--- src/rtl/servo_arbiter_pkg.sv ---
// rtl/servo_arbiter_pkg.sv - shared servo arbitration definitions
package servo_arbiter_pkg;

  localparam logic [7:0] DEFAULT_ANGLE = 8'd90;
  localparam logic [7:0] MAX_ANGLE     = 8'd180;

  localparam int REQ_EVENT1  = 0;
  localparam int REQ_EVENT2  = 1;
  localparam int REQ_PUZZLE2 = 2;
  localparam int NUM_REQ     = 3;

  typedef enum logic {
    ST_IDLE  = 1'b0,
    ST_OWNED = 1'b1
  } arb_state_t;

  // Lowest index wins: event1 over event2 over the puzzle2 dial.
  function automatic logic [NUM_REQ-1:0] pick_highest(input logic [NUM_REQ-1:0] r);
    if (r[REQ_EVENT1])       return 3'b001;
    else if (r[REQ_EVENT2])  return 3'b010;
    else if (r[REQ_PUZZLE2]) return 3'b100;
    else                     return 3'b000;
  endfunction

endpackage

--- src/rtl/servo_slew_limiter.sv ---
// rtl/servo_slew_limiter.sv - tick generator, target clamp and rate-limited angle
module servo_slew_limiter
  import servo_arbiter_pkg::*;
#(
  parameter int SLEW_DIV = 500000,
  parameter int STEP_DEG = 2
) (
  input  logic       clk_i,
  input  logic       rst_i,
  input  logic       tick_en_i,
  input  logic [7:0] target_i,
  output logic [7:0] angle_o,
  output logic       settled_o
);

  localparam int CNT_W = (SLEW_DIV > 1) ? $clog2(SLEW_DIV) : 1;
  localparam logic [CNT_W-1:0] CNT_LAST = CNT_W'(SLEW_DIV - 1);
  localparam logic [7:0] STEP8 = 8'(STEP_DEG);
  localparam logic [8:0] STEP9 = 9'(STEP_DEG);

  logic [CNT_W-1:0] tick_cnt_q;
  logic [7:0]       angle_q;
  logic [7:0]       target_clamped;
  logic [8:0]       tgt9;
  logic [8:0]       ang9;
  logic [8:0]       dist9;
  logic             tick;
  logic [7:0]       angle_d;

  assign tick           = tick_en_i && (tick_cnt_q == CNT_LAST);
  assign target_clamped = (target_i > MAX_ANGLE) ? MAX_ANGLE : target_i;
  assign tgt9           = {1'b0, target_clamped};
  assign ang9           = {1'b0, angle_q};
  assign dist9          = (tgt9 >= ang9) ? (tgt9 - ang9) : (ang9 - tgt9);

  // Far from target: one full step; close enough: snap so we never overshoot.
  always_comb begin
    angle_d = angle_q;
    if (dist9 <= STEP9)    angle_d = target_clamped;
    else if (tgt9 > ang9)  angle_d = angle_q + STEP8;
    else                   angle_d = angle_q - STEP8;
  end

  always_ff @(posedge clk_i or posedge rst_i) begin
    if (rst_i) begin
      tick_cnt_q <= '0;
      angle_q    <= DEFAULT_ANGLE;
    end else begin
      if (tick_en_i) begin
        if (tick_cnt_q == CNT_LAST) tick_cnt_q <= '0;
        else                        tick_cnt_q <= tick_cnt_q + CNT_W'(1);
      end
      if (tick) angle_q <= angle_d;
    end
  end

  assign angle_o   = angle_q;
  assign settled_o = (angle_q == target_clamped);

endmodule

--- src/rtl/servo_arbiter.sv ---
// rtl/servo_arbiter.sv - priority servo ownership with minimum-hold preemption
module servo_arbiter
  import servo_arbiter_pkg::*;
#(
  parameter int SLEW_DIV = 500000,
  parameter int STEP_DEG = 2,
  parameter int MIN_HOLD = 5000000
) (
  input  logic               clk_i,
  input  logic               rst_i,
  input  logic [NUM_REQ-1:0] req_i,
  input  logic [7:0]         angle0_i,
  input  logic [7:0]         angle1_i,
  input  logic [7:0]         angle2_i,
  output logic [NUM_REQ-1:0] grant_o,
  output logic [7:0]         angle_out_o,
  output logic               settled_o
);

  localparam int HOLD_W = (MIN_HOLD > 0) ? $clog2(MIN_HOLD + 1) : 1;
  localparam logic [HOLD_W-1:0] HOLD_MAX = HOLD_W'(MIN_HOLD);

  arb_state_t         state_q;
  logic [NUM_REQ-1:0] grant_q;
  logic [HOLD_W-1:0]  hold_q;
  logic               owner_active;
  logic [NUM_REQ-1:0] higher_req;
  logic [7:0]         target;

  assign owner_active = |(grant_q & req_i);
  // Bits below the one-hot owner are exactly the higher-priority requesters.
  assign higher_req   = req_i & (grant_q - 3'd1);

  always_ff @(posedge clk_i or posedge rst_i) begin
    if (rst_i) begin
      state_q <= ST_IDLE;
      grant_q <= '0;
      hold_q  <= '0;
    end else begin
      case (state_q)
        ST_IDLE: begin
          if (|req_i) begin
            state_q <= ST_OWNED;
            grant_q <= pick_highest(req_i);
            hold_q  <= '0;
          end
        end
        ST_OWNED: begin
          if (!owner_active) begin
            if (|req_i) begin
              grant_q <= pick_highest(req_i);
            end else begin
              state_q <= ST_IDLE;
              grant_q <= '0;
            end
            hold_q <= '0;
          end else if ((|higher_req) && (hold_q == HOLD_MAX)) begin
            grant_q <= pick_highest(higher_req);
            hold_q  <= '0;
          end else if (hold_q != HOLD_MAX) begin
            hold_q <= hold_q + HOLD_W'(1);
          end
        end
      endcase
    end
  end

  always_comb begin
    target = DEFAULT_ANGLE;
    if (grant_q[REQ_EVENT1])       target = angle0_i;
    else if (grant_q[REQ_EVENT2])  target = angle1_i;
    else if (grant_q[REQ_PUZZLE2]) target = angle2_i;
  end

  servo_slew_limiter #(
    .SLEW_DIV(SLEW_DIV),
    .STEP_DEG(STEP_DEG)
  ) u_slew (
    .clk_i    (clk_i),
    .rst_i    (rst_i),
    .tick_en_i(1'b1),
    .target_i (target),
    .angle_o  (angle_out_o),
    .settled_o(settled_o)
  );

  assign grant_o = grant_q;

endmodule

--- config.mk ---
export PLATFORM = sky130hd
export DESIGN_NAME = servo_arbiter
export DESIGN_NICKNAME = d
export VERILOG_FILES = /design/src/rtl/servo_arbiter_pkg.sv /design/src/rtl/servo_slew_limiter.sv /design/src/rtl/servo_arbiter.sv
export SDC_FILE = /design/constraint.sdc
export NUM_CORES = 1
export LEC_CHECK = 0
export BUFFER_PORTS_ARGS = -buffer_cell sky130_fd_sc_hd__clkbuf_2
export CORE_MARGIN = 4
export CORE_UTILIZATION = 45
export DETAILED_ROUTE_END_ITERATION = 8
export GPL_TIMING_DRIVEN = 0
export RECOVER_POWER = 100
export SKIP_CTS_REPAIR_TIMING = 1
export SYNTH_ARGS = -nofsm -noshare
export SYNTH_HDL_FRONTEND = slang
export SYNTH_SLANG_ARGS = --single-unit
--- constraint.sdc ---
create_clock -name clk_i -period 10.2 [get_ports clk_i]
set_clock_uncertainty 0.05 [all_clocks]
set_input_delay 1.02 -clock clk_i [delete_from_list [all_inputs] [get_ports clk_i]]
set_output_delay 1.02 -clock clk_i [all_outputs]
set_load 0.01 [all_outputs]
== Yosys cells after proc, flatten, opt, wreduce, memory -nomap -nowiden ==
Cells that the tools add are included.
Word-level totals
  output and inout bits: 12
  input port bits: 29
  bits in registers: 54
Operators by class
  add/sub/neg operators: 7
  equal/unequal tests: 7
  magnitude comparators: 4
  mux-type cells: 27
  reductions and logical operators: 6
  bitwise operators: 3
Operator list (number)
  $mux 23: 4
  $mux 8: 6
  $pmux 23 s2: 1
  $mux 3: 10
  $add 23x1->23 const B: 1
  $eq 23x23->1 const B: 1
  $ne 23x23->1 const B: 1
  $add 19x1->19 const B: 1
  $eq 19x19->1 const B: 1
  $mux 19: 1
  $sub 8x8->9: 2
  $le 9x2->1 const B: 1
  $mux 9: 1
  $reduce_or 3->1: 3
  $add 8x2->8 const B: 1
  $eq 8x8->1: 1
  $ge 8x8->1: 1
  $gt 8x8->1: 1
  $gt 8x8->1 const B: 1
  $sub 8x2->8 const B: 1
  $and 3x3->3: 2
  $pmux 3 s2: 1
  $ne 4x2->1 const B: 1
  $reduce_and 2->1: 2
  other kinds (7): 8

== Longest topological paths before layout ==
Gate-level depths: netlist of run 1.
  word-level depth: 9
  gate-level depth with buffers: 24

== Modules after synthesis ==
From an unflattened synthesis of run 1, not the netlist that was laid out.
Unflattened totals
  cell total of the unflattened synthesis: 486
  area, all modules: 4206.5 um^2
By module, submodules not included
  servo_slew_limiter: seq. area each 680.7 um^2, times used 1, area an instance 2498.6 um^2, cells an instance 297
  servo_arbiter: seq. area each 675.6 um^2, times used 1, area an instance 1707.9 um^2, cells an instance 189

== Least setup slack after synthesis of run 1 ==
Ideal clock, no wire load.
  kind: in2reg
  start: in angle1_i[1]
  end: reg u_slew.angle_q[7] (netlist: u_slew.angle_o[7])
  slack: 5174 ps
  data arrival time: 4910 ps
  library setup time: 66 ps
  cell stages on the path: 20
  path buffers: 0
  path through: nor2b_1 -> o31ai_1 -> nor2_1 -> o21ba_2 -> o311ai_1 -> inv_1 -> ha_1 -> nor2b_1 -> o2111a_1 -> o31ai_1 -> a21o_1 -> fa_1 -> a21o_1 -> a21oi_1 -> o21bai_1 -> a21oi_1 -> xor2_1 -> or3_1 -> a22oi_1 -> a221o_1
Between the ends
  longest elaborated chain between the ends: 8
Ends and longest elaborated chain
  start, declared: line servo_arbiter.sv:13  | input logic [7:0] angle1_i,
  $mux 8 *: line servo_arbiter.sv:71  | else if (grant_q[REQ_EVENT2]) target = angle1_i;
  $mux 8 *: line servo_arbiter.sv:70  | if (grant_q[REQ_EVENT1]) target = angle0_i;
  $gt 8x8->1: line servo_slew_limiter.sv:31  | assign target_clamped = (target_i > MAX_ANGLE) ? MAX_ANGLE : target_i;
  $mux 8 *: line servo_slew_limiter.sv:31
  $sub 8x8->9 / $ge 8x8->1 (equally long branches): line servo_slew_limiter.sv:34  | assign dist9 = (tgt9 >= ang9) ? (tgt9 - ang9) : (ang9 - tgt9);
  $mux 9: line servo_slew_limiter.sv:34
  $le 9x2->1: line servo_slew_limiter.sv:39  | if (dist9 <= STEP9) angle_d = target_clamped;
  $mux 8 *: line servo_slew_limiter.sv:39
  end signal, assigned: line servo_slew_limiter.sv:53  | if (tick) angle_q <= angle_d;
  end, declared: line servo_slew_limiter.sv:22  | logic [7:0] angle_q;
Mark *: on every way between the ends. The rest lies on a longest branch, timed or not.
A chain may end at the register's enable or synchronous reset.

== Worst setup path after layout of run 1 ==
  start: reg grant_q[1] (netlist: grant_o[1])
  end: reg u_slew.angle_q[7] (netlist: u_slew.angle_o[7])
Between the ends
  longest elaborated chain between the ends: 8
Ends and longest elaborated chain
  start, declared: line servo_arbiter.sv:24  | logic [NUM_REQ-1:0] grant_q;
  start signal, assigned: line servo_arbiter.sv:44  | grant_q <= pick_highest(req_i);
  start signal, assigned: line servo_arbiter.sv:51  | grant_q <= pick_highest(req_i);
  start signal, assigned: line servo_arbiter.sv:58  | grant_q <= pick_highest(higher_req);
  $mux 8 *: line servo_arbiter.sv:71
  $mux 8 *: line servo_arbiter.sv:70
  $gt 8x8->1: line servo_slew_limiter.sv:31
  $mux 8 *: line servo_slew_limiter.sv:31
  $sub 8x8->9 / $ge 8x8->1 (equally long branches): line servo_slew_limiter.sv:34
  $mux 9: line servo_slew_limiter.sv:34
  $le 9x2->1: line servo_slew_limiter.sv:39
  $mux 8 *: line servo_slew_limiter.sv:39
Marks and branches as above.

==> flow_results.org, run 1 <==
** Place
- Worst-case setup slack after placement :: 4.33 ns
- Global placement routability congestion :: 0.885
- During placement, the flow inserted port buffers numbering 40.
- Placed wire-length estimate :: 7430 µm
- Once placement finished, the instance area stood at 4570 µm².

** Floorplan
- In this run the count of I/O pins placed on the die edge is 41.
- Measured along the x axis, the die boundary spans 105 µm.
- The total area inside the core boundary comes to 9200 µm².
- For this configuration, the core starts out at a cell density of 0.458.
- The initialized floorplan defines 35 standard-cell rows.
- Full die area :: 11000 µm²
- Floorplan die height :: 105 µm

** Worst hold path
- Cell depth of the worst min-delay path :: 1
- Hold worst-path end :: u_slew.tick_cnt_q[0]
- The startpoint identified for the worst hold timing path is u_slew.tick_cnt_q[0].
- Hold/Removal Path Class :: reg2reg

** Timing
- Total count of max-transition violations in the final report :: 37
- Final count of negative-setup-slack endpoints :: 0
- Of the available clock period, the critical path in the final layout requires 0.604.
- Adding up every negative setup slack in the final design gives 0 ns.
- Final number of hold-violating endpoints :: 0
- For the pin with the worst max-slew slack, the measured transition is 2.00 ns.
- Fin worst setup slack :: 4.04 ns
- Static timing analysis puts the maximum clock frequency at 0.162 GHz.
- Tmin final :: 6.16 ns
- Measured against its own limit, the worst slew margin works out to -0.332.
- Setup repair after global routing left no endpoint under its margin.

** Critical path
- By startpoint and endpoint, the worst setup path is classified as reg2reg.
- In this run the critical register-to-register path is captured at u_slew.angle_o[7].
- The startpoint identified for the worst register-to-register timing path is grant_o[1].
- Setup slack of the most critical reg-to-reg path :: 4.04 ns
- The worst setup path is captured at a flop.
- Startpoint types :: flop
- Crit-path max FO :: 10
- Critical path required time :: 10.40 ns
- Data on the critical path arrives at its endpoint at 6.36 ns.
- Worst-case reg-to-reg path depth :: 21

** Clock tree
- The H-tree generated during clock tree synthesis spans 2 levels.
- Clock Tree Buf Depth :: 2
- The clock reaches the later pin of the worst-skew pair after 0.31 ns.
- Clock sinks :: 54
- The root buffer cell chosen for the clock tree is sky130_fd_sc_hd__clkbuf_8.
- Clock-pin slew was measured on the worst setup and hold paths at 0.11 ns.
- CTS tree :: done
- CTS Buf Count :: 5

** Drt
- The routed layout has 3613 vias.
- Total wirelength of the detailed-routed design :: 9590 µm
- Using the TritonRoute via totals, the vias-per-cell ratio works out to 5.63.
- Once detail routing completed, the nets flagged for antenna violations numbered 0.
- First-pass iteration count of the detailed router :: 4
- For this block, the initial DRC count from the detailed router was 103.
- After detailed routing, the number of remaining DRC violations is 0.
- After detailed routing, the average wire length per cell comes to 14.9 µm.

** Finish
- In the final layout, the share of cells above drive strength 1 is 0.141.
- In the final design database the tool counted 587 nets.
- Fill cells in the final layout number 912.
- With fillers left out, the area of the finished cells amounts to 4590 µm².
- The number of antenna diodes in the final layout is 0.
- The area growth from synthesis to layout is 9.06%.

** Power
- P per Cell Area :: 215 nW/µm²
- For this design the static power due to leakage is 0.00196 µW.
- Largest vdd supply drop :: 103 µV

** Logic synthesis
- Avg Synthesized Cell Area :: 8.74 µm²
- Yosys cell types :: 68
- For this run, the number of Yosys warnings is 0.
- Sorting the synthesized cells by how often they occur yields 50 x sky130_fd_sc_hd__dfrtp_1, 36 x sky130_fd_sc_hd__inv_1, 34 x sky130_fd_sc_hd__nor2_1.
- The share of synthesized area in the top cell type comes to 0.297.
- Counting flops and latches in the post-synthesis netlist gives 54.
- Number of flops mapped to enable cells by yosys :: 0
- Share of flip-flops with an asynchronous set or reset :: 1.00
- Netlist Area Pre-Place :: 4210 µm²
- Among all flip-flop cells after synthesis, the most frequent one is sky130_fd_sc_hd__dfrtp_1.
- The share of the Yosys chip area taken by registers is 0.322.
- When the netlist entered floorplanning its net count stood at 539.
- In the post-synthesis netlist, the cell with the most instances is sky130_fd_sc_hd__dfrtp_1.
- Post-Syn Instances :: 482
- Biggest area consumer among synthesized cells :: sky130_fd_sc_hd__dfrtp_1
- Cells taking the most area after synthesis :: sky130_fd_sc_hd__dfrtp_1 30%, sky130_fd_sc_hd__ha_1 7.4%, sky130_fd_sc_hd__xnor2_1 5.2%

** Job
- Across the run, the number of max-cap violations was 1.

** GRT
- Entering global routing, the biggest net connects 37 pins.
- The via count of the first global-routing pass is 3507.
- Global-route wire length before repair :: 16500 µm
- The total overflow left after global routing is 0.
- The initial antenna violation count was 0.
- Overall Global Routing Usage :: 0.178

** Outcome
- The flow ran to the end, but the final reports show violations.
- The final reports fail on capacitance limit, slew limit.
-- cells by family (layout without fill, tap and decap cells) --
group | Yosys count | count (layout) | synth area share
AND/OR/NAND/NOR | 183 | 183 | 0.231
AO/OA/AOI/OAI | 115 | 115 | 0.197
multiplexers | 1 | 1 | 0.00238
XOR/XNOR | 47 | 47 | 0.0977
buffers and inverters | 54 | 103 | 0.0609
flip-flops | 54 | 54 | 0.322
adder cells (fa/ha/maj) | 28 | 28 | 0.0885
-- per-stage QoR --
step                instances  hold WS (ns)   util  power (µW)
floorplan                 482         0.405      -         733
global placement          633         0.427  0.495         858
detailed placement        634         0.437  0.497         872
CTS                       642         0.456  0.510        1030
global route              642         0.491  0.499        1070
finish                    642         0.454  0.499         987
-- worst max-delay path by stage --
stage | start | end | slack, ns | cells past startpoint
4_1_cts | grant_o[1] | u_slew.angle_o[7] | 4.59 | 21
5_1_grt | grant_o[1] | u_slew.angle_o[7] | 3.36 | 21
3_5_place_dp | angle1_i[7] | u_slew.angle_o[7] | 4.33 | 20
2_1_floorplan | angle1_i[1] | u_slew.angle_o[7] | 5.17 | 20
3_3_place_gp | angle1_i[7] | u_slew.angle_o[7] | 4.41 | 20
6_report | grant_o[1] | u_slew.angle_o[7] | 4.04 | 21
-- registers in the layout, indices dropped and copies added (netlist names) --
register	cells
u_slew.angle_o	8
hold_q	23
u_slew.tick_cnt_q	19
grant_o	3
state_q	1
-- cell usage in the layout, fill, tap and decap left out, types with 5 or more instances in the layout --
master                     instances
sky130_fd_sc_hd__a21o_1           10
sky130_fd_sc_hd__nand3_1          22
sky130_fd_sc_hd__nor2_2           18
sky130_fd_sc_hd__inv_1            36
sky130_fd_sc_hd__a31oi_1           9
sky130_fd_sc_hd__and2_1            6
sky130_fd_sc_hd__nand4_1          14
sky130_fd_sc_hd__clkbuf_8          5
sky130_fd_sc_hd__ha_1             25
sky130_fd_sc_hd__or3_1             8
sky130_fd_sc_hd__o22ai_1           5
sky130_fd_sc_hd__a21oi_1          16
sky130_fd_sc_hd__nor3_1           10
sky130_fd_sc_hd__o31ai_1           6
sky130_fd_sc_hd__clkbuf_1         21
sky130_fd_sc_hd__nor2b_1           8
sky130_fd_sc_hd__o21ai_0          25
sky130_fd_sc_hd__dfrtp_1          50
sky130_fd_sc_hd__clkbuf_2         32
sky130_fd_sc_hd__and3_1            7
sky130_fd_sc_hd__a221o_1           6
sky130_fd_sc_hd__nor4_1            5
sky130_fd_sc_hd__xor2_1           22
sky130_fd_sc_hd__nand2_1          32
sky130_fd_sc_hd__nor2_1           34
sky130_fd_sc_hd__xnor2_1          25
-- power breakdown --
part	total (µW)	internal, µW	leakage (µW)	switching (µW)
clock	152	74.9	0.0000563	76.9
combinational	600	219	0.00121	381
sequential	234	223	0.000692	11.1
total	987	517	0.00196	469
-- metal layers --
metal	vias up	wire length, µm	global-route usage
li1	1817	-	-
met1	1730	4740	0.253
met2	57	4480	0.291
met3	9	270	0.0266
met4	0	91	0.0309
met5	-	0	0
-- layout make-up --
cell class | count | area, µm² | area share
multi-input combinational | 374 | 2570 | 0.561
timing repair buffer | 41 | 194 | 0.0422
clock inverter | 3 | 48.8 | 0.0106
buffer | 17 | 72.6 | 0.0158
inverter | 37 | 139 | 0.0302
tap | 111 | 139 | 0.0302
sequential | 54 | 1360 | 0.295
clock buffer | 5 | 68.8 | 0.0150
-- critical path: stages, from the launching register on --
cell and delay, ns:
sky130_fd_sc_hd__dfrtp_1 0.42, sky130_fd_sc_hd__clkbuf_1 0.22, sky130_fd_sc_hd__nor2b_1 0.24, sky130_fd_sc_hd__a22oi_1 0.09, sky130_fd_sc_hd__o21ai_0 0.56, sky130_fd_sc_hd__inv_1 0.27, sky130_fd_sc_hd__o311ai_0 0.80, sky130_fd_sc_hd__inv_1 0.25
sky130_fd_sc_hd__ha_1 0.42, sky130_fd_sc_hd__nor2b_1 0.33, sky130_fd_sc_hd__o2111a_1 0.26, sky130_fd_sc_hd__o31ai_1 0.08, sky130_fd_sc_hd__a21o_1 0.29, sky130_fd_sc_hd__fa_1 0.45, sky130_fd_sc_hd__a21o_1 0.18, sky130_fd_sc_hd__a21oi_1 0.23
sky130_fd_sc_hd__o21bai_1 0.10, sky130_fd_sc_hd__a21oi_1 0.17, sky130_fd_sc_hd__xor2_1 0.09, sky130_fd_sc_hd__or3_1 0.32, sky130_fd_sc_hd__a22oi_1 0.16, sky130_fd_sc_hd__a221o_1 0.13
(Power assumes the default switching activity.)
==> run 2: changes to the inputs <==
==> constraint.sdc (replaced) <==
create_clock -name clk_i -period 6 [get_ports clk_i]
set_clock_uncertainty 0.05 [all_clocks]
set_input_delay 0.6 -clock clk_i [delete_from_list [all_inputs] [get_ports clk_i]]
set_output_delay 0.6 -clock clk_i [all_outputs]
set_load 0.01 [all_outputs]
==> flow_results.org, run 2 (same netlist as run 1, synthesis figures left out) <==
** Power
- The standby leakage power was 0.00197 µW (was 0.00196 µW).
- The power per cell area came to 365 nW/µm² (was 215 nW/µm²).
- The largest voltage drop on the vdd net is 176 µV (was 103 µV).
- The power consumption was 1680 µW (was 987 µW).

** Timing
- The final max-slew violation count came to 37 (unchanged).
- The total count of hold-check failures in the final report came to 0 (unchanged).
- The post-layout minimum cycle time is 5.44 ns (was 6.16 ns).
- The transition time of the tightest slew-check pin is 1.99 ns (was 2.00 ns).
- Fin worst setup slack :: 0.562 ns (was 4.04 ns)
- Tightest slew margin relative to the limit :: -0.328 (was -0.332)
- Maximum operating frequency :: 0.184 GHz (was 0.162 GHz)
- Setup repair after global routing missed its margin :: no (unchanged)
- Final count of negative-setup-slack endpoints :: 0 (unchanged)
- Post-Route Setup TNS :: 0 ns (unchanged)
- The share of the clock period used by the worst path was 0.906 (was 0.604).

** Critical path
- Critical Path, Cell by Cell: buf_2 -> nor2b_1 -> a22oi_1 -> o21ai_1 -> inv_1 -> o311ai_2 -> inv_1 -> ha_1 -> nor2b_1 -> o2111a_1 -> o31ai_1 -> a21o_1 -> fa_1 -> a21o_1 -> a21oi_1 -> o21bai_1 -> a21oi_1 -> xor2_1 -> or3_1 -> a22oi_1 -> a221o_1 (was clkbuf_1 -> nor2b_1 -> a22oi_1 -> o21ai_0 -> inv_1 -> o311ai_0 -> inv_1 -> ha_1 -> nor2b_1 -> o2111a_1 -> o31ai_1 -> a21o_1 -> fa_1 -> a21o_1 -> a21oi_1 -> o21bai_1 -> a21oi_1 -> xor2_1 -> or3_1 -> a22oi_1 -> a221o_1).
- The kind of start point of the critical path was a flop (unchanged).
- The kind of end point of the critical path is a flop (unchanged).
- Type of the worst setup path :: reg2reg (unchanged)
- The required time of the critical path was 6.20 ns (was 10.40 ns).
- The arrival time of data at the critical path endpoint is 5.64 ns (was 6.36 ns).
- Crit path buffers/inverters :: 3 (unchanged)
- Crit-path max FO :: 10 (unchanged)
- Slowest cell on the critical path :: sky130_fd_sc_hd__o311ai_2 (was sky130_fd_sc_hd__o311ai_0)
- The biggest cell delay along the critical path is 0.46 ns (was 0.80 ns).
- The cell type group with the largest total delay on the critical path was compound AO/OA/AOI/OAI gates (unchanged).

** Floorplan
- The top-level I/O count is 41 (unchanged).
- The die outline width was 105 µm (unchanged).
- Site Rows :: 35 (unchanged)
- The floorplan die area came to 11000 µm² (unchanged).
- Starting density of the core :: 0.458 (unchanged)
- Placeable core region :: 9200 µm² (unchanged)
- Floorplan die height :: 105 µm (unchanged)

** Clock tree
- Clock sinks :: 54 (unchanged)
- CTS Buf Count :: 5 (unchanged)
- Clock Tree Buf Depth :: 2 (unchanged)
- The number of H-tree levels is 2 (unchanged).
- The clock transition at the registers of the reported paths was 0.11 ns (about the same).
- The insertion delay to the later sink of the worst-skew pair came to 0.31 ns (about the same).
- The root buffer cell is sky130_fd_sc_hd__clkbuf_8 (unchanged).
- The clock tree from TritonCTS is done (unchanged).

** Drt
- The wire length after detailed routing was 9550 µm (was 9590 µm).
- The number of iterations in the first detailed-routing pass was 5 (was 4).
- The DRC violation count after routing came to 0 (unchanged).
- Average wire per cell in the routed design :: 14.9 µm (about the same)
- Ratio of routed vias to standard cells :: 5.63 (about the same)
- The residual antenna-violating net count after detailed routing was 0 (unchanged).
- Count of routing violations after the opening detailed-route iteration :: 105 (was 103)
- The via total after detailed routing came to 3615 (was 3613).

** Outcome
- Status: finished with violations (unchanged).
- Violations in the final reports: capacitance limit, slew limit (unchanged).

** Finish
- Count of filler cells inserted in the layout :: 910 (was 912)
- The final-stage net count was 587 (unchanged).
- Total area of sequential cells :: 1360 µm² (unchanged)
- The diode insertion count for antenna repair is 0 (unchanged).
- The signed area change from the synthesized netlist to the final layout is 9.27% (was 9.06%).
- Most common library cell in the layout ignoring fill and taps :: sky130_fd_sc_hd__dfrtp_1 (unchanged)
- The combined area of the multi-input logic cells was 2580 µm² (was 2570 µm²).
- The layout cell share with drive strength beyond 1 was 0.145 (was 0.141).
- Max reg flops :: 23 (unchanged)
- The register with the most flip-flops was hold_q (unchanged).
- Leading cell types in the layout, fill and taps excluded :: 50 x sky130_fd_sc_hd__dfrtp_1, 36 x sky130_fd_sc_hd__inv_1, 34 x sky130_fd_sc_hd__nor2_1 (unchanged)

** GRT
- The maximum number of pins on one net before global-route repair was 37 (unchanged).
- The via count of the first global-routing pass is 3507 (unchanged).
- The global-route wire length before repair is 16500 µm (unchanged).
- The sum of overflow across all layers after global routing came to 0 (unchanged).
- The global-route usage over all layers was 0.178 (unchanged).
- Antenna violations before repair :: 0 (unchanged)

** Worst hold path
- The class of the tightest hold or removal check is in2async (was reg2reg).

** Job
- The number of maximum-capacitance constraint violations is 1 (unchanged).

** Place
- Global placement routability congestion :: 0.885 (unchanged)
- The quantity of I/O buffers inserted on ports was 40 (unchanged).
- Placed wire-length estimate :: 7430 µm (unchanged)
- The pre-CTS worst setup slack is 0.463 ns (was 4.33 ns).
[run 2: cell types whose count changed in the layout (fill, tap and decap cells not counted)]
cell / delta
sky130_fd_sc_hd__o311ai_2: +1
sky130_fd_sc_hd__o21ai_0: -1
sky130_fd_sc_hd__o311ai_0: -1
sky130_fd_sc_hd__o21ai_1: +1
sky130_fd_sc_hd__clkbuf_1: -1
sky130_fd_sc_hd__buf_2: +1
[run 2: final cells by class]
cell class | count | share of cell area
inverters | 37 | 0.0302
flip-flops and latches | 54 | 0.295
clock inverters | 3 | 0.0106
multi-input cells | 374 | 0.561
repair buffers | 41 | 0.0421
plain buffers | 17 | 0.0160
clock buffers | 5 | 0.0150
well taps | 111 | 0.0302
[run 2: through the flow]
step | area (µm²) | std cells | util | hold slack (ns)
3_3_place_gp | 4550 | 633 | 0.495 | 0.427
4_1_cts | 4690 | 642 | 0.510 | 0.204
6_report | 4600 | 642 | 0.500 | 0.302
3_5_place_dp | 4570 | 634 | 0.497 | 0.437
5_1_grt | 4600 | 642 | 0.500 | 0.378
2_1_floorplan | 4210 | 482 | - | 0.405
[run 2: final timing paths]
check	slack (ns)	cells after the start	end	from
hold reg to reg	0.45	1	u_slew.tick_cnt_q[9]	u_slew.tick_cnt_q[9]
setup / recovery	0.56	21	u_slew.angle_o[7]	grant_o[1]
hold / removal	0.30	2	u_slew.tick_cnt_q[8]	rst_i
setup reg to reg	0.56	21	u_slew.angle_o[7]	grant_o[1]
min in group clk_i	0.45	1	u_slew.tick_cnt_q[9]	u_slew.tick_cnt_q[9]
max in group asynchronous	3.32	3	hold_q[10]	rst_i
[run 2: worst reg2reg max path, delay by kind of cell, from the launching register on]
kind | cells | cell delay [ns]
DFF | 1 | 0.41
and+or+nand+nor | 3 | 0.85
xor gates and xnor gates | 1 | 0.09
adders and majority gates | 2 | 0.83
AOI/OAI and AO/OA | 12 | 2.54
buffers and inverters | 3 | 0.60
[run 2: where the power goes]
group	switching, µW	internal (µW)
Sequential	18.8	379
Clock	129	127
Combinational	650	377
Total	797	884
[run 2: layer usage]
| layer | vias to the layer above | GRT usage | share of wire |
|---|---|---|---|
| met4 | 0 | 0.0309 | 0.0095 |
| met1 | 1729 | 0.253 | 0.49 |
| li1 | 1815 | - | - |
| met2 | 62 | 0.291 | 0.47 |
| met5 | - | 0 | 0 |
| met3 | 9 | 0.0266 | 0.034 |
==> run 3: changes to the inputs <==
--- a/config.mk
+++ b/config.mk
@@ -10,6 +10,7 @@
 export CORE_UTILIZATION = 45
 export DETAILED_ROUTE_END_ITERATION = 8
 export GPL_TIMING_DRIVEN = 0
+export PLACE_DENSITY_LB_ADDON = 0.12
 export RECOVER_POWER = 100
 export SKIP_CTS_REPAIR_TIMING = 1
 export SYNTH_ARGS = -nofsm -noshare
==> constraint.sdc (replaced) <==
create_clock -name clk_i -period 6.2 [get_ports clk_i]
set_clock_uncertainty 0.05 [all_clocks]
set_input_delay 0.62 -clock clk_i [delete_from_list [all_inputs] [get_ports clk_i]]
set_output_delay 0.62 -clock clk_i [all_outputs]
set_load 0.01 [all_outputs]
==> flow_results.org, run 3 (same netlist as run 1, synthesis figures left out) <==
** Outcome
- Status :: finished with violations (unchanged)
- Violations in the final reports: capacitance limit, slew limit (unchanged).

** GRT
- The initial antenna violation count came to 0 (unchanged).
- The global-route usage over all layers is 0.179 (was 0.178).
- The global-route wire length before repair was 16600 µm (was 16500 µm).
- The met1 usage in global routing was 0.253 (about the same).
- Vias in the first global route :: 3516 (was 3507)
- Total congestion overflow after global routing :: 0 (unchanged)
- Met3 track demand over resource :: 0.0290 (was 0.0266)
- Grt met2 use :: 0.294 (was 0.291)
- The busiest layer in global routing was met2 (unchanged).
- The maximum number of pins on one net before global-route repair is 36 (was 37).

** Drt
- Count of routing violations after the opening detailed-route iteration :: 143 (was 105)
- Total wirelength of the detailed-routed design :: 9450 µm (was 9550 µm)
- Ratio of routed vias to standard cells :: 5.61 (was 5.63)
- The number of iterations in the first detailed-routing pass came to 4 (was 5).
- Number of nets with antenna violations after routing :: 0 (unchanged)
- Routed vias :: 3599 (was 3615)
- The DRC violation count after routing came to 0 (unchanged).
- Average wire per cell in the routed design :: 14.7 µm (was 14.9 µm)

** Clock tree
- The clock transition at the registers of the reported paths came to 0.11 ns (about the same).
- Max H-tree Level :: 2 (unchanged)
- The root buffer cell is sky130_fd_sc_hd__clkbuf_8 (unchanged).
- Clock latency of the later-clocked register in the worst-skew pair :: 0.32 ns (was 0.31 ns)
- The deepest clock path buffer count came to 2 (unchanged).
- CTS tree :: done (unchanged)
- Clock sinks :: 54 (unchanged)
- CTS Buf Count :: 5 (unchanged)

** Power
- Power after layout :: 1570 µW (was 1680 µW)
- The largest voltage drop on the vdd net came to 198 µV (was 176 µV).
- P per Cell Area :: 344 nW/µm² (was 365 nW/µm²)
- Reported leakage power :: 0.00195 µW (was 0.00197 µW)

** Critical path
- Type of the worst setup path :: reg2reg (unchanged)
- The biggest cell delay along the critical path was 0.56 ns (was 0.46 ns).
- Stages on the worst setup path :: 21 (unchanged)
- The kind of end point of the critical path is a flop (unchanged).
- The cell with the largest stage delay on the worst path is sky130_fd_sc_hd__o311ai_1 (was sky130_fd_sc_hd__o311ai_2).
- Cell family contributing the most delay on the critical path :: compound AO/OA/AOI/OAI gates (unchanged)
- The required time of the critical path came to 6.35 ns (was 6.20 ns).
- Startpoint types :: flop (unchanged)
- Crit-path max FO :: 10 (unchanged)
- Worst-case reg-to-reg path depth :: 21 (unchanged)
- The arrival time of data at the critical path endpoint came to 5.80 ns (was 5.64 ns).
- Crit path buffers/inverters :: 3 (unchanged)
- Critical Path, Cell by Cell :: clkbuf_1 -> nor2b_1 -> a22oi_1 -> o21ai_1 -> inv_1 -> o311ai_1 -> inv_1 -> ha_1 -> nor2b_1 -> o2111a_1 -> o31ai_1 -> a21o_1 -> fa_1 -> a21o_1 -> a21oi_1 -> o21bai_1 -> a21oi_1 -> xor2_1 -> or3_1 -> a22oi_1 -> a221o_1 (was buf_2 -> nor2b_1 -> a22oi_1 -> o21ai_1 -> inv_1 -> o311ai_2 -> inv_1 -> ha_1 -> nor2b_1 -> o2111a_1 -> o31ai_1 -> a21o_1 -> fa_1 -> a21o_1 -> a21oi_1 -> o21bai_1 -> a21oi_1 -> xor2_1 -> or3_1 -> a22oi_1 -> a221o_1)

** Floorplan
- Placeable core region :: 9200 µm² (unchanged)
- Site Rows :: 35 (unchanged)
- Full die area :: 11000 µm² (unchanged)
- Starting density of the core :: 0.458 (unchanged)
- Floorplan die height :: 105 µm (unchanged)
- Number of primary I/O pins :: 41 (unchanged)
- Die boundary width :: 105 µm (unchanged)

** Timing
- Setup repair after global routing missed its margin: no (unchanged).
- The headroom to the max-slew limit is -0.266 (was -0.328).
- Fin crit share :: 0.912 (was 0.906)
- Final count of negative-setup-slack endpoints :: 0 (unchanged)
- The transition time of the tightest slew-check pin is 1.90 ns (was 1.99 ns).
- The final sum of negative setup slack is 0 ns (unchanged).
- The total count of hold-check failures in the final report came to 0 (unchanged).
- Total count of max-transition violations in the final report :: 36 (was 37)
- The maximum clock frequency is 0.177 GHz (was 0.184 GHz).
- Fin worst setup slack :: 0.544 ns (was 0.562 ns)
- The post-layout minimum cycle time was 5.66 ns (was 5.44 ns).

** Finish
- Count of inserted antenna diode cells :: 0 (unchanged)
- Post-Route Utilization :: 0.495 (was 0.500)
- Max reg flops :: 23 (unchanged)
- Most common library cell in the layout ignoring fill and taps :: sky130_fd_sc_hd__dfrtp_1 (unchanged)
- The final-stage net count came to 587 (unchanged).
- Reg with most FFs :: hold_q (unchanged)
- Fraction of layout instances using a drive strength above 1 :: 0.137 (was 0.145)
- The signed area change from the synthesized netlist to the final layout is 8.17% (was 9.27%).
- Number of cells in the finished layout apart from fillers :: 642 (unchanged)
- Leading cell types in the layout, fill and taps excluded :: 50 x sky130_fd_sc_hd__dfrtp_1, 37 x sky130_fd_sc_hd__inv_1, 34 x sky130_fd_sc_hd__nor2_1 (was 50 x sky130_fd_sc_hd__dfrtp_1, 36 x sky130_fd_sc_hd__inv_1, 34 x sky130_fd_sc_hd__nor2_1)

** Place
- Port bufs :: 40 (unchanged)
- Worst-case setup slack after placement :: 0.688 ns (was 0.463 ns)
- The cell count after placement came to 634 (unchanged).
- The final weighted congestion of routability-driven global placement came to 0.860 (was 0.885).
- The placed wire-length estimate is 7320 µm (was 7430 µm).

** Worst hold path
- The class of the tightest hold or removal check is in2async (unchanged).

** Job
- Max-cap check violation count :: 1 (unchanged)
## run 3: final cells by class
type | count | area [µm²]
Buffer | 17 | 72.6
Tap cell | 111 | 139
Timing Repair Buffer | 41 | 194
Clock inverter | 3 | 21.3
Inverter | 37 | 139
Multi-Input combinational cell | 374 | 2560
Sequential cell | 54 | 1360
Clock buffer | 5 | 68.8
Fill cell | 908 | 4640
## run 3: layer usage
metal	routed length (µm)	vias up
met5	0	-
met4	63	0
met3	360	5
met2	4450	71
met1	4580	1716
li1	-	1807
## run 3: report_power, final
| part | switching [µW] | internal (µW) | leakage [µW] |
|---|---|---|---|
| Clock | 124 | 79.8 | 0.0000441 |
| Sequential | 17.7 | 367 | 0.000692 |
| Combinational | 619 | 359 | 0.00122 |
| Total | 761 | 806 | 0.00195 |
## run 3: path summary, 6_finish.rpt
| check | slack, ns | from | to |
|---|---|---|---|
| max reg2reg | 0.54 | grant_o[1] | u_slew.angle_o[7] |
| max in group asynchronous | 3.55 | rst_i | hold_q[21] |
| min | 0.33 | rst_i | u_slew.tick_cnt_q[8] |
| min in group clk_i | 0.45 | u_slew.tick_cnt_q[9] | u_slew.tick_cnt_q[9] |
| max | 0.54 | grant_o[1] | u_slew.angle_o[7] |
| min reg2reg | 0.45 | u_slew.tick_cnt_q[9] | u_slew.tick_cnt_q[9] |
## run 3: metrics by stage
| stage | hold WS, ns | instance area [µm²] |
|---|---|---|
| after detailed placement | 0.437 | 4570 |
| after floorplan | 0.405 | 4210 |
| after CTS | 0.239 | 4660 |
| after global routing | 0.417 | 4560 |
| after global placement | 0.424 | 4550 |
| final | 0.334 | 4560 |
